[src/rtl/sign_detect.sv]
// sign_detect: consumer side of the sign-reset handshake.
// Requests a window with sign_en, waits for the controller's low pulse on
// sign_reset, classifies the next N valid signed samples and reports the
// majority sign once per window. All outputs come straight from flops.
module sign_detect #(
    parameter int W   = 8,
    parameter int N   = 16,
    parameter int TMO = 8,
    parameter int CW  = $clog2(N + 1)
) (
    input  logic          clk,
    input  logic          rst,
    input  logic          start,
    input  logic          sign_reset,
    input  logic          din_valid,
    input  logic [W-1:0]  din,
    output logic          sign_en,
    output logic          busy,
    output logic          sign_valid,
    output logic [1:0]    sign_out,
    output logic [CW-1:0] pos_cnt,
    output logic [CW-1:0] neg_cnt,
    output logic          tmo_err
);

    localparam int TW = $clog2(TMO + 1);

    typedef enum logic [1:0] {
        S_IDLE    = 2'd0,
        S_ARM     = 2'd1,
        S_COLLECT = 2'd2,
        S_REPORT  = 2'd3
    } state_t;

    // Majority encoding: 01 positive, 11 negative, 00 tie (unsigned compare).
    function automatic logic [1:0] majority(input logic [CW-1:0] pos, input logic [CW-1:0] neg);
        logic [1:0] res;
        if (pos > neg) begin
            res = 2'b01;
        end else if (neg > pos) begin
            res = 2'b11;
        end else begin
            res = 2'b00;
        end
        return res;
    endfunction

    state_t        state_q, state_d;
    logic [TW-1:0] tmo_q, tmo_d;
    logic [CW-1:0] smp_q, smp_d;
    logic [CW-1:0] pos_q, pos_d;
    logic [CW-1:0] neg_q, neg_d;
    logic          err_q, err_d;
    logic [1:0]    sout_q, sout_d;
    logic          sign_en_q, sign_en_d;
    logic          busy_q, busy_d;
    logic          valid_q, valid_d;

    // Next-state, counter updates and next values of the registered outputs.
    always_comb begin
        state_d = state_q;
        tmo_d   = tmo_q;
        smp_d   = smp_q;
        pos_d   = pos_q;
        neg_d   = neg_q;
        err_d   = err_q;
        sout_d  = sout_q;

        case (state_q)
            S_IDLE: begin
                if (start) begin
                    err_d   = 1'b0;
                    tmo_d   = TW'(TMO);
                    state_d = S_ARM;
                end else begin
                    state_d = S_IDLE;
                end
            end
            S_ARM: begin
                if (!sign_reset) begin
                    // Window opens; the sample in this cycle is not counted.
                    pos_d   = {CW{1'b0}};
                    neg_d   = {CW{1'b0}};
                    smp_d   = {CW{1'b0}};
                    state_d = S_COLLECT;
                end else begin
                    tmo_d = tmo_q - TW'(1);
                    if (tmo_q <= TW'(1)) begin
                        // Timed out: counts from the last window stay visible.
                        err_d   = 1'b1;
                        state_d = S_IDLE;
                    end else begin
                        state_d = S_ARM;
                    end
                end
            end
            S_COLLECT: begin
                if (!sign_reset) begin
                    // Controller restarted the window; drop this sample.
                    pos_d = {CW{1'b0}};
                    neg_d = {CW{1'b0}};
                    smp_d = {CW{1'b0}};
                end else if (din_valid) begin
                    smp_d = smp_q + CW'(1);
                    if (din[W-1]) begin
                        neg_d = neg_q + CW'(1);
                    end else if (din != {W{1'b0}}) begin
                        pos_d = pos_q + CW'(1);
                    end else begin
                        pos_d = pos_q;
                    end
                    if (smp_d == CW'(N)) begin
                        sout_d  = majority(pos_d, neg_d);
                        state_d = S_REPORT;
                    end else begin
                        state_d = S_COLLECT;
                    end
                end else begin
                    state_d = S_COLLECT;
                end
            end
            S_REPORT: begin
                // start is deliberately not looked at here.
                state_d = S_IDLE;
            end
            default: begin
                state_d = S_IDLE;
            end
        endcase

        sign_en_d = (state_d == S_ARM);
        busy_d    = (state_d == S_ARM) || (state_d == S_COLLECT);
        valid_d   = (state_d == S_REPORT);
    end

    // State, counters and output registers; rst clears everything at once.
    always_ff @(posedge clk or posedge rst) begin
        if (rst) begin
            state_q   <= S_IDLE;
            tmo_q     <= {TW{1'b0}};
            smp_q     <= {CW{1'b0}};
            pos_q     <= {CW{1'b0}};
            neg_q     <= {CW{1'b0}};
            err_q     <= 1'b0;
            sout_q    <= 2'b00;
            sign_en_q <= 1'b0;
            busy_q    <= 1'b0;
            valid_q   <= 1'b0;
        end else begin
            state_q   <= state_d;
            tmo_q     <= tmo_d;
            smp_q     <= smp_d;
            pos_q     <= pos_d;
            neg_q     <= neg_d;
            err_q     <= err_d;
            sout_q    <= sout_d;
            sign_en_q <= sign_en_d;
            busy_q    <= busy_d;
            valid_q   <= valid_d;
        end
    end

    assign sign_en    = sign_en_q;
    assign busy       = busy_q;
    assign sign_valid = valid_q;
    assign sign_out   = sout_q;
    assign pos_cnt    = pos_q;
    assign neg_cnt    = neg_q;
    assign tmo_err    = err_q;

endmodule

[config.mk]
export PLATFORM = sky130hd
export DESIGN_NAME = sign_detect
export DESIGN_NICKNAME = d
export VERILOG_FILES = /design/src/rtl/sign_detect.sv
export SDC_FILE = /design/constraint.sdc
export NUM_CORES = 1
export LEC_CHECK = 0
export CAP_MARGIN = 30
export CELL_PAD_IN_SITES_DETAIL_PLACEMENT = 1
export CELL_PAD_IN_SITES_GLOBAL_PLACEMENT = 1
export CORE_UTILIZATION = 40
export DETAILED_ROUTE_END_ITERATION = 12
export PLACE_DENSITY_LB_ADDON = 0.1
export SYNTH_ARGS = -nofsm -noshare
export SYNTH_HDL_FRONTEND = slang
export SYNTH_SLANG_ARGS = --single-unit
[constraint.sdc]
create_clock -name clk -period 2.4 [get_ports clk]
set_input_delay 0.48 -clock clk [delete_from_list [all_inputs] [get_ports clk]]
set_output_delay 0.48 -clock clk [all_outputs]
set_load 0.005 [all_outputs]
==> impl_metrics.py, run 1 <==
metrics = {
    "status": {
        "status": "complete, no violations",
    },
    "floorplan": {
        "io_pins": 29,
        "core.rowCount": 22,
        "dieArea_sq_mm": 0.00437,
        "die_w_um": 66.1,
        "coreArea_sq_mm": 0.00380,
        "start_util_pct": 43.3,
        "fp.dieH_um": 66.1,
    },
    "place": {
        "dpl_cell_area_sq_mm": 0.00207,
        "gp_congestion": 0.899,
        "port_buffers": 28,
        "hpwlAfterDp_um": 3240,
    },
    "clock_tree": {
        "cts_buffers": 3,
        "cts_tree": "built",
        "htree_num_levels": 1,
        "clock_sinks": 27,
        "clock_path_buffers": 2,
        "clk_pin_slew_ns": 0.11,
        "clk_latency_ns": 0.28,
        "cts_root_buf": "clkbuf_8",
    },
    "drt": {
        "dr.pass1.iters": 4,
        "wl_met3_um": 146,
        "routed_wl_um": 4600,
        "drt-vias-per-instance": 5.71,
        "vias": 1444,
        "routedLengthMet1_um": 2160,
        "wl_met2_um": 2240,
        "postRouteAntennaNets": 0,
        "highest_layer": "met4",
        "drt_iter0_drc": 66,
        "drc": 0,
        "routedWlPerCell_um": 18.2,
    },
    "setup_path": {
        "arrival_ns": 2.56,
        "crit_path_max_fanout": 2,
        "startpoint": "din[6]",
        "path_class": "in -> reg",
        "crit_path_end_kind": "flop",
        "r2r_start": "pos_cnt[0]$_DFFE_PP0P_",
        "startpoint_type": "primary input",
        "cp.required_ns": 2.57,
    },
    "synth": {
        "synth_flop_cell": "dfrtp_1",
        "synthCells": 163,
        "synth-xor-area-share_pct": 5.86,
        "synth-simple-area-share_pct": 15.6,
        "synth-edff-count": 0,
        "synthAdderAreaFrac_pct": 9.89,
        "yosysWarningCount": 0,
        "syn_nets": 189,
        "synth.area.mux_share_pct": 3.27,
        "seq_area_frac_synth_pct": 41.1,
        "synth_compound_area_share_pct": 21.2,
        "synth-seq-cells": 27,
        "syn_area_per_cell_sq_um": 10.1,
        "synth_top_family_by_area": "compound AO/OA/AOI/OAI gates",
        "synth.distinct_cells": 45,
        "synthArstFlopShare_pct": 100,
        "syn-cell-area_sq_mm": 0.00165,
    },
    "global_routing": {
        "grtUsageTotal_pct": 23.1,
        "grt_overflow": 0,
        "first_global_vias": 1560,
        "grt_max_degree": 17,
        "grt_pass1_wl_um": 7580,
        "grt_antenna_before_repair": 0,
    },
    "timing": {
        "period_share_pct": 99.7,
        "final_hold_viol_count": 0,
        "setup_viol": 0,
        "fmax_ghz": 0.418,
        "clock_skew_ns": 0.00607,
        "tightest_slew_ns": 0.498,
        "relSlewSlack_pct": 66.5,
        "holdWs_ns": 0.486,
        "fin_crit_ns": 2.39,
        "slew_violations": 0,
        "fin_setup_tns_ns": 0,
    },
    "layout": {
        "utilization_pct": 56.9,
        "final_cell_mix": "dfrtp_1 (27), clkdlybuf4s50_1 (20), nand2_1 (16)",
        "finish.instance_area_sq_mm": 0.00216,
        "final_nets": 232,
        "area_growth_syn_to_layout_pct": 31.3,
        "drive_gt1_share_pct": 15.6,
        "layout_commonest_cell": "dfrtp_1",
        "antenna_cells": 0,
    },
    "power": {
        "leakage_nw": 1.02,
        "p_per_area_mw_per_mm2": 423,
        "ir_drop_v": 0.000217,
    },
    "flow_run": {
        "drv_cap": 0,
    },
    "worst_hold_path": {
        "hold_class": "in -> async",
    },
}
-- power by group --
part,switching [mW],internal [mW]
Combinational,0.0813,0.0762
Clock,0.164,0.118
Sequential,0.0120,0.462
Total,0.258,0.656
-- flip-flops by register name, summed over array words and instances (netlist names) --
name	cells
neg_cnt	5
pos_cnt	5
smp_q	5
tmo_q	4
sign_out	2
state_q	2
busy	1
sign_en	1
sign_valid	1
tmo_err	1
-- through the flow --
step	std cells	power (mW)	setup WS, ns
after global routing	253	0.952	-0.0806
after floorplan	163	0.554	0.0375
final	253	0.914	0.00783
after global placement	248	0.621	-0.381
after CTS	253	0.914	0.0298
after detailed placement	248	0.629	-0.445
-- metal layers --
layer	vias to the layer above	track usage [%]
met2	30	39.0
li1	684	-
met4	0	6.38
met5	-	0
met3	6	4.31
met1	724	29.9
-- path summary, 6_finish.rpt --
path / depth (start not counted) / slack (ns) / end
max in group asynchronous: 3 / 1.31 / neg_cnt[3]$_DFFE_PP0P_
setup reg to reg: 10 / 0.03 / sign_out[1]$_DFFE_PP0P_
hold reg to reg: 1 / 0.53 / sign_out[0]$_DFFE_PP0P_
min in group clk: 1 / 0.53 / sign_out[0]$_DFFE_PP0P_
setup / recovery: 10 / 0.008 / sign_out[1]$_DFFE_PP0P_
hold / removal: 2 / 0.49 / sign_valid$_DFF_PP0_
-- what timing repair did --
item                                    CTS  global route
endpoints found under the setup margin    2             2
resized for setup                        10             5
setup buffers                             1             0
pin swaps                                 6             7
hold buffers                              0             0
-- cell type report --
type                            instances  area, sq um
Inverter                                7         26.3
Multi-Input combinational cell        124          947
Tap cell                               48         60.1
Fill cell                             422         1640
Timing Repair Buffer                   43          402
Clock inverter                          1         7.51
Sequential cell                        27          676
Clock buffer                            3         41.3
-- logic make-up after synthesis --
kind of cell,count (synthesis)
DFF,27
and+or+nand+nor,45
adders and majority gates,13
buffers and inverters,12
muxes,5
xor gates and xnor gates,11
AOI/OAI and AO/OA,50
-- worst max-delay path, cell delays in order --
cell and delay, ns:
dlygate4sd2_1 0.26, nor4_4 0.31, a21oi_2 0.12, nand2_1 0.10, xor2_1 0.15, ha_1 0.26
a21o_1 0.18, a211oi_2 0.29, a21oi_1 0.12, mux2_2 0.29
-- cell usage after synthesis (all sizes together) (2+ instances only) --
master	instances	area share [%]
nand4b	3	1.6
dfrtp	27	41
inv	7	1.6
mux2	3	2.1
nor2	4	0.91
clkbuf	2	0.46
nand2	16	3.7
o21ai	15	4.8
a211oi	2	0.91
a21oi	6	2.1
nor4	2	1.7
mux2i	2	1.2
nand4	3	1.1
buf	3	1.1
a21boi	2	0.91
ha	13	9.9
a31oi	3	1.1
nor2b	2	0.76
a21o	5	2.3
nand2b	2	0.76
a22o	7	3.7
xor2	3	1.6
nand3	5	1.5
o22ai	2	0.76
xnor2	8	4.3
Note: power is estimated with default switching activity, not from simulation.
==> run 2: changes to the inputs <==
--- a/config.mk
+++ b/config.mk
@@ -10,6 +10,7 @@
 export CELL_PAD_IN_SITES_GLOBAL_PLACEMENT = 1
 export CORE_UTILIZATION = 40
 export DETAILED_ROUTE_END_ITERATION = 12
+export MAX_ROUTING_LAYER = met4
 export PLACE_DENSITY_LB_ADDON = 0.1
 export SYNTH_ARGS = -nofsm -noshare
 export SYNTH_HDL_FRONTEND = slang
==> impl_metrics.py, run 2 (synthesis gave the netlist of run 1 again) <==
metrics = {
    "timing": {
        "tightest_slew_ns": 0.498,
        "final_hold_viol_count": 0,
        "slew_violations": 0,
        "period_share_pct": 99.7,
        "setup_viol": 0,
        "relSlewSlack_pct": 66.4,
        "fin_ws_ns": 0.00825,
        "clock_skew_ns": 0.00741,
        "holdWs_ns": 0.485,
        "fin_crit_ns": 2.39,
        "fmax_ghz": 0.418,
    },
    "floorplan": {
        "die_w_um": 66.1,
        "io_pins": 29,
        "dieArea_sq_mm": 0.00437,
        "coreArea_sq_mm": 0.00380,
        "core.rowCount": 22,
        "fp.dieH_um": 66.1,
        "start_util_pct": 43.3,
    },
    "drt": {
        "routedWlPerCell_um": 18.2,
        "dr.pass1.iters": 6,
        "vias": 1442,
        "drt-vias-per-instance": 5.70,
        "postRouteAntennaNets": 0,
        "routed_wl_um": 4610,
        "drt_iter0_drc": 55,
        "drc": 0,
    },
    "power": {
        "finalPower_uw": 915,
        "p_per_area_mw_per_mm2": 424,
        "leakage_nw": 1.02,
        "ir_drop_v": 0.000217,
    },
    "setup_path": {
        "cpMaxStageDelayCell": "nor4_4",
        "arrival_ns": 2.56,
        "critPathMaxStageDelay_ns": 0.31,
        "crit_path_max_fanout": 2,
        "r2r-end": "sign_out[1]$_DFFE_PP0P_",
        "r2r_cells": 10,
        "startpoint": "din[6]",
        "path_cells": "dlygate4sd2_1 > nor4_4 > a21oi_2 > nand2_1 > xor2_1 > ha_1 > a21o_1 > a211oi_2 > a21oi_1 > mux2_2",
        "path_class": "in -> reg",
        "critPathCapture": "sign_out[1]$_DFFE_PP0P_",
        "r2r_start": "pos_cnt[0]$_DFFE_PP0P_",
        "crit_path_end_kind": "flop",
        "cp.required_ns": 2.57,
        "r2r_slack_ns": 0.04,
        "startpoint_type": "primary input",
    },
    "global_routing": {
        "grt_antenna_before_repair": 0,
        "grt_pass1_wl_um": 7580,
        "grt_max_degree": 17,
        "first_global_vias": 1557,
        "grt_overflow": 0,
        "grtUsageTotal_pct": 23.8,
    },
    "status": {
        "status": "complete, no violations",
    },
    "clock_tree": {
        "clk_latency_ns": 0.28,
        "clock_path_buffers": 2,
        "clk_pin_slew_ns": 0.11,
        "cts_root_buf": "clkbuf_8",
        "clock_sinks": 27,
        "htree_num_levels": 1,
        "hold_buffers": 0,
        "cts_buffers": 3,
        "cts_tree": "built",
    },
    "layout": {
        "final_nets": 232,
        "utilization_pct": 56.9,
        "antenna_cells": 0,
        "layout_commonest_cell": "dfrtp_1",
        "area_growth_syn_to_layout_pct": 31.3,
        "fin_cells": 253,
        "drive_gt1_share_pct": 15.6,
        "final_cell_mix": "dfrtp_1 (27), clkdlybuf4s50_1 (20), nand2_1 (16)",
    },
    "place": {
        "hpwlAfterDp_um": 3240,
        "preCtsSetupSlack_ns": -0.445,
        "gp_congestion": 0.914,
        "port_buffers": 28,
        "dp.cells": 248,
    },
    "flow_run": {
        "drv_cap": 0,
    },
    "worst_hold_path": {
        "hold_class": "in -> async",
    },
}
==> run 2: cell counts in the layout (fill, tap and decap cells not counted) <==
Identical to the previous run, type by type.
==> run 2: area by class of cell <==
class / count / area [sq um]
flip-flops and latches: 27 / 676
clock inverters: 1 / 7.51
clock buffers: 3 / 41.3
multi-input cells: 124 / 947
repair buffers: 43 / 402
well taps: 48 / 60.1
inverters: 7 / 26.3
fillers: 422 / 1640
==> run 2: power by group <==
part | leakage [nW] | internal, mW | switching [mW] | total (mW)
clock | 0.0217 | 0.118 | 0.165 | 0.284
combinational | 0.636 | 0.0762 | 0.0811 | 0.157
sequential | 0.364 | 0.462 | 0.0119 | 0.474
==> run 2: repair_timing <==
item,4_1_cts,5_1_grt
setup buffers,1,0
gates resized for setup,10,5
gates cloned,0,0
pin swaps,6,7
endpoints found under the setup margin,2,2
==> run 2: worst min path at each step <==
stage | start | to
after floorplan | smp_q[3]$_DFFE_PP0P_ | smp_q[3]$_DFFE_PP0P_
after global placement | sign_out[0]$_DFFE_PP0P_ | sign_out[0]$_DFFE_PP0P_
after detailed placement | sign_out[0]$_DFFE_PP0P_ | sign_out[0]$_DFFE_PP0P_
after CTS | rst | sign_valid$_DFF_PP0_
after global routing | rst | state_q[1]$_DFF_PP0_
final | rst | tmo_q[1]$_DFFE_PP0P_
==> run 2: per-layer routing <==
layer | GRT usage [%] | share of wire, % | vias up | routed length, um
met5 | - | 0 | - | 0
met4 | 6.38 | 1.1 | 0 | 51
met3 | 3.62 | 2.6 | 6 | 121
met2 | 38.8 | 48 | 29 | 2220
met1 | 30.8 | 48 | 723 | 2210
li1 | - | - | 684 | -
==> run 2: worst max-delay path, delay by kind of cell <==
kind            cells  cell delay (ns)
buf+inv             1             0.26
fa+ha+maj           1             0.26
mux                 1             0.29
xor+xnor            1             0.15
simple gates        2             0.41
compound gates      4             0.71
==> run 2: through the flow <==
stage / instance area (sq um) / setup TNS, ns
6_report: 2160 / 0
5_1_grt: 2160 / -0.0796
4_1_cts: 2140 / 0
3_5_place_dp: 2070 / -0.849
3_3_place_gp: 2070 / -0.733
2_1_floorplan: 1650 / 0
==> run 3: changes to the inputs <==
--- a/config.mk
+++ b/config.mk
@@ -8,10 +8,11 @@
 export CAP_MARGIN = 30
 export CELL_PAD_IN_SITES_DETAIL_PLACEMENT = 1
 export CELL_PAD_IN_SITES_GLOBAL_PLACEMENT = 1
+export CORE_MARGIN = 2
 export CORE_UTILIZATION = 40
 export DETAILED_ROUTE_END_ITERATION = 12
 export MAX_ROUTING_LAYER = met4
-export PLACE_DENSITY_LB_ADDON = 0.1
+export PLACE_DENSITY_LB_ADDON = 0.08
 export SYNTH_ARGS = -nofsm -noshare
 export SYNTH_HDL_FRONTEND = slang
 export SYNTH_SLANG_ARGS = --single-unit
==> impl_metrics.py, run 3 (synthesis gave the netlist of run 1 again) <==
metrics = {
    "flow_run": {
        "drv_cap": 0,
    },
    "global_routing": {
        "grtUsageTotal_pct": 21.1,
        "grt_pass1_wl_um": 7090,
        "first_global_vias": 1511,
        "grt_max_degree": 22,
        "grt_overflow": 0,
        "grt_antenna_before_repair": 0,
    },
    "timing": {
        "clock_skew_ns": 0.0138,
        "setup_viol": 0,
        "rsz0062_at_grt": "no",
        "fin_crit_ns": 2.30,
        "fmax_ghz": 0.435,
        "relSlewSlack_pct": 69.1,
        "slew_violations": 0,
        "tightest_slew_ns": 0.459,
        "period_share_pct": 95.8,
        "final_hold_viol_count": 0,
    },
    "clock_tree": {
        "cts_tree": "built",
        "clock_sinks": 27,
        "clock_path_buffers": 2,
        "clk_pin_slew_ns": 0.10,
        "cts_root_buf": "clkbuf_8",
        "htree_num_levels": 1,
        "clk_latency_ns": 0.28,
        "cts_buffers": 3,
    },
    "drt": {
        "routedWlPerCell_um": 17.0,
        "vias": 1429,
        "routed_wl_um": 4370,
        "drt_iter0_drc": 44,
        "dr.pass1.iters": 4,
        "drc": 0,
        "drt-vias-per-instance": 5.56,
        "postRouteAntennaNets": 0,
    },
    "layout": {
        "fillers": 453,
        "layout_commonest_cell": "dfrtp_1",
        "seq_area_sq_um": 676,
        "finish.instance_area_sq_mm": 0.00217,
        "final_nets": 234,
        "utilization_pct": 54.6,
        "drive_gt1_share_pct": 17.4,
        "antenna_cells": 0,
        "multi_input_area_sq_um": 952,
        "final_cell_mix": "dfrtp_1 (27), clkdlybuf4s50_1 (20), nand2_1 (16), buf_4 (16), o21ai_0 (14)",
        "area_growth_syn_to_layout_pct": 31.8,
    },
    "power": {
        "p_per_area_mw_per_mm2": 406,
        "ir_drop_v": 0.000384,
        "leakage_nw": 1.02,
    },
    "setup_path": {
        "startpoint": "din[4]",
        "startpoint_type": "primary input",
        "cpLargestDelayFamily": "compound AO/OA/AOI/OAI gates",
        "r2r_start": "neg_cnt[1]$_DFFE_PP0P_",
        "cpMaxStageDelayCell": "nor4_4",
        "arrival_ns": 2.46,
        "path_class": "in -> reg",
        "cp.required_ns": 2.56,
        "path_cells": "dlygate4sd2_1 > nor4_4 > a21oi_2 > nand2_1 > xor2_1 > ha_1 > a21o_1 > a211oi_2 > a21oi_1 > mux2_2",
        "critPathMaxStageDelay_ns": 0.27,
        "crit_buf_inv": 1,
        "crit_path_end_kind": "flop",
        "crit_path_max_fanout": 2,
    },
    "worst_hold_path": {
        "hold_class": "in -> async",
    },
    "floorplan": {
        "io_pins": 29,
        "core.rowCount": 23,
        "die_w_um": 68.1,
        "dieArea_sq_mm": 0.00464,
        "coreArea_sq_mm": 0.00397,
        "start_util_pct": 41.4,
        "fp.dieH_um": 68.1,
    },
    "place": {
        "port_buffers": 28,
        "dpl_cell_area_sq_mm": 0.00206,
        "gp_congestion": 0.858,
        "hpwlAfterDp_um": 3370,
    },
    "status": {
        "status": "complete, no violations",
    },
}
run 3: changes by cell type in the layout (fill, tap and decap cells not counted), sizes merged:
cell / previous run / this run
dlymetal6s2s: 4 / 2
clkinvlp: 1 / 0
clkdlybuf4s15: 0 / 1
buf: 15 / 17
clkbuf: 3 / 5
run 3: routing by layer:
layer	track usage (%)	vias to the layer above	part of all wire [%]
li1	-	688	-
met1	24.4	709	43
met2	38.3	28	52
met3	3.62	4	3.8
met4	4.50	0	0.66
met5	-	-	0
run 3: repair_timing:
item                       4_1_cts  5_1_grt
pin swaps                        7        7
buffers inserted                 3        1
resized for setup               15        5
hold buffers                     0        0
setup endpoints to repair        2        2
run 3: layout make-up:
type / count / area share (%)
clock buffer: 4 / 2.08
tap: 50 / 2.89
sequential: 27 / 31.2
multi-input combinational: 124 / 43.9
timing repair buffer: 45 / 18.8
inverter: 7 / 1.21
run 3: worst paths after layout:
path,depth (start not counted),end,slack (ns)
max in group asynchronous,3,state_q[0]$_DFF_PP0_,1.37
min reg2reg,1,sign_out[0]$_DFFE_PP0P_,0.52
min in group clk,1,sign_out[0]$_DFFE_PP0P_,0.52
max,10,sign_out[1]$_DFFE_PP0P_,0.10
min,2,neg_cnt[1]$_DFFE_PP0P_,0.43
max reg2reg,8,sign_out[1]$_DFFE_PP0P_,0.17
run 3: metrics by stage:
stage | hold WS, ns | instances | worst slack (ns) | setup TNS [ns] | power, mW
finish | 0.431 | 257 | 0.101 | 0 | 0.880
global route | 0.449 | 257 | 0.00209 | 0 | 0.927
CTS | 0.445 | 256 | 0.00449 | 0 | 0.888
detailed placement | 0.509 | 249 | -0.527 | -0.994 | 0.620
global placement | 0.493 | 249 | -0.434 | -0.860 | 0.611
floorplan | 0.496 | 163 | 0.0375 | 0 | 0.554
run 3: report_power, final:
| part | switching [mW] | total, mW | internal [mW] | leakage [nW] |
|---|---|---|---|---|
| clock network | 0.143 | 0.262 | 0.119 | 0.0228 |
| logic | 0.0724 | 0.145 | 0.0722 | 0.633 |
| registers | 0.0113 | 0.473 | 0.462 | 0.364 |
| total | 0.227 | 0.880 | 0.653 | 1.02 |
run 3: worst register-to-register path: stages (launching register included):
cell and delay, ns:
dfrtp_1 0.43, ha_1 0.20, nand2_1 0.07, xnor2_1 0.28, ha_1 0.32, a21o_1 0.20
a211oi_2 0.25, a21oi_1 0.09, mux2_2 0.26
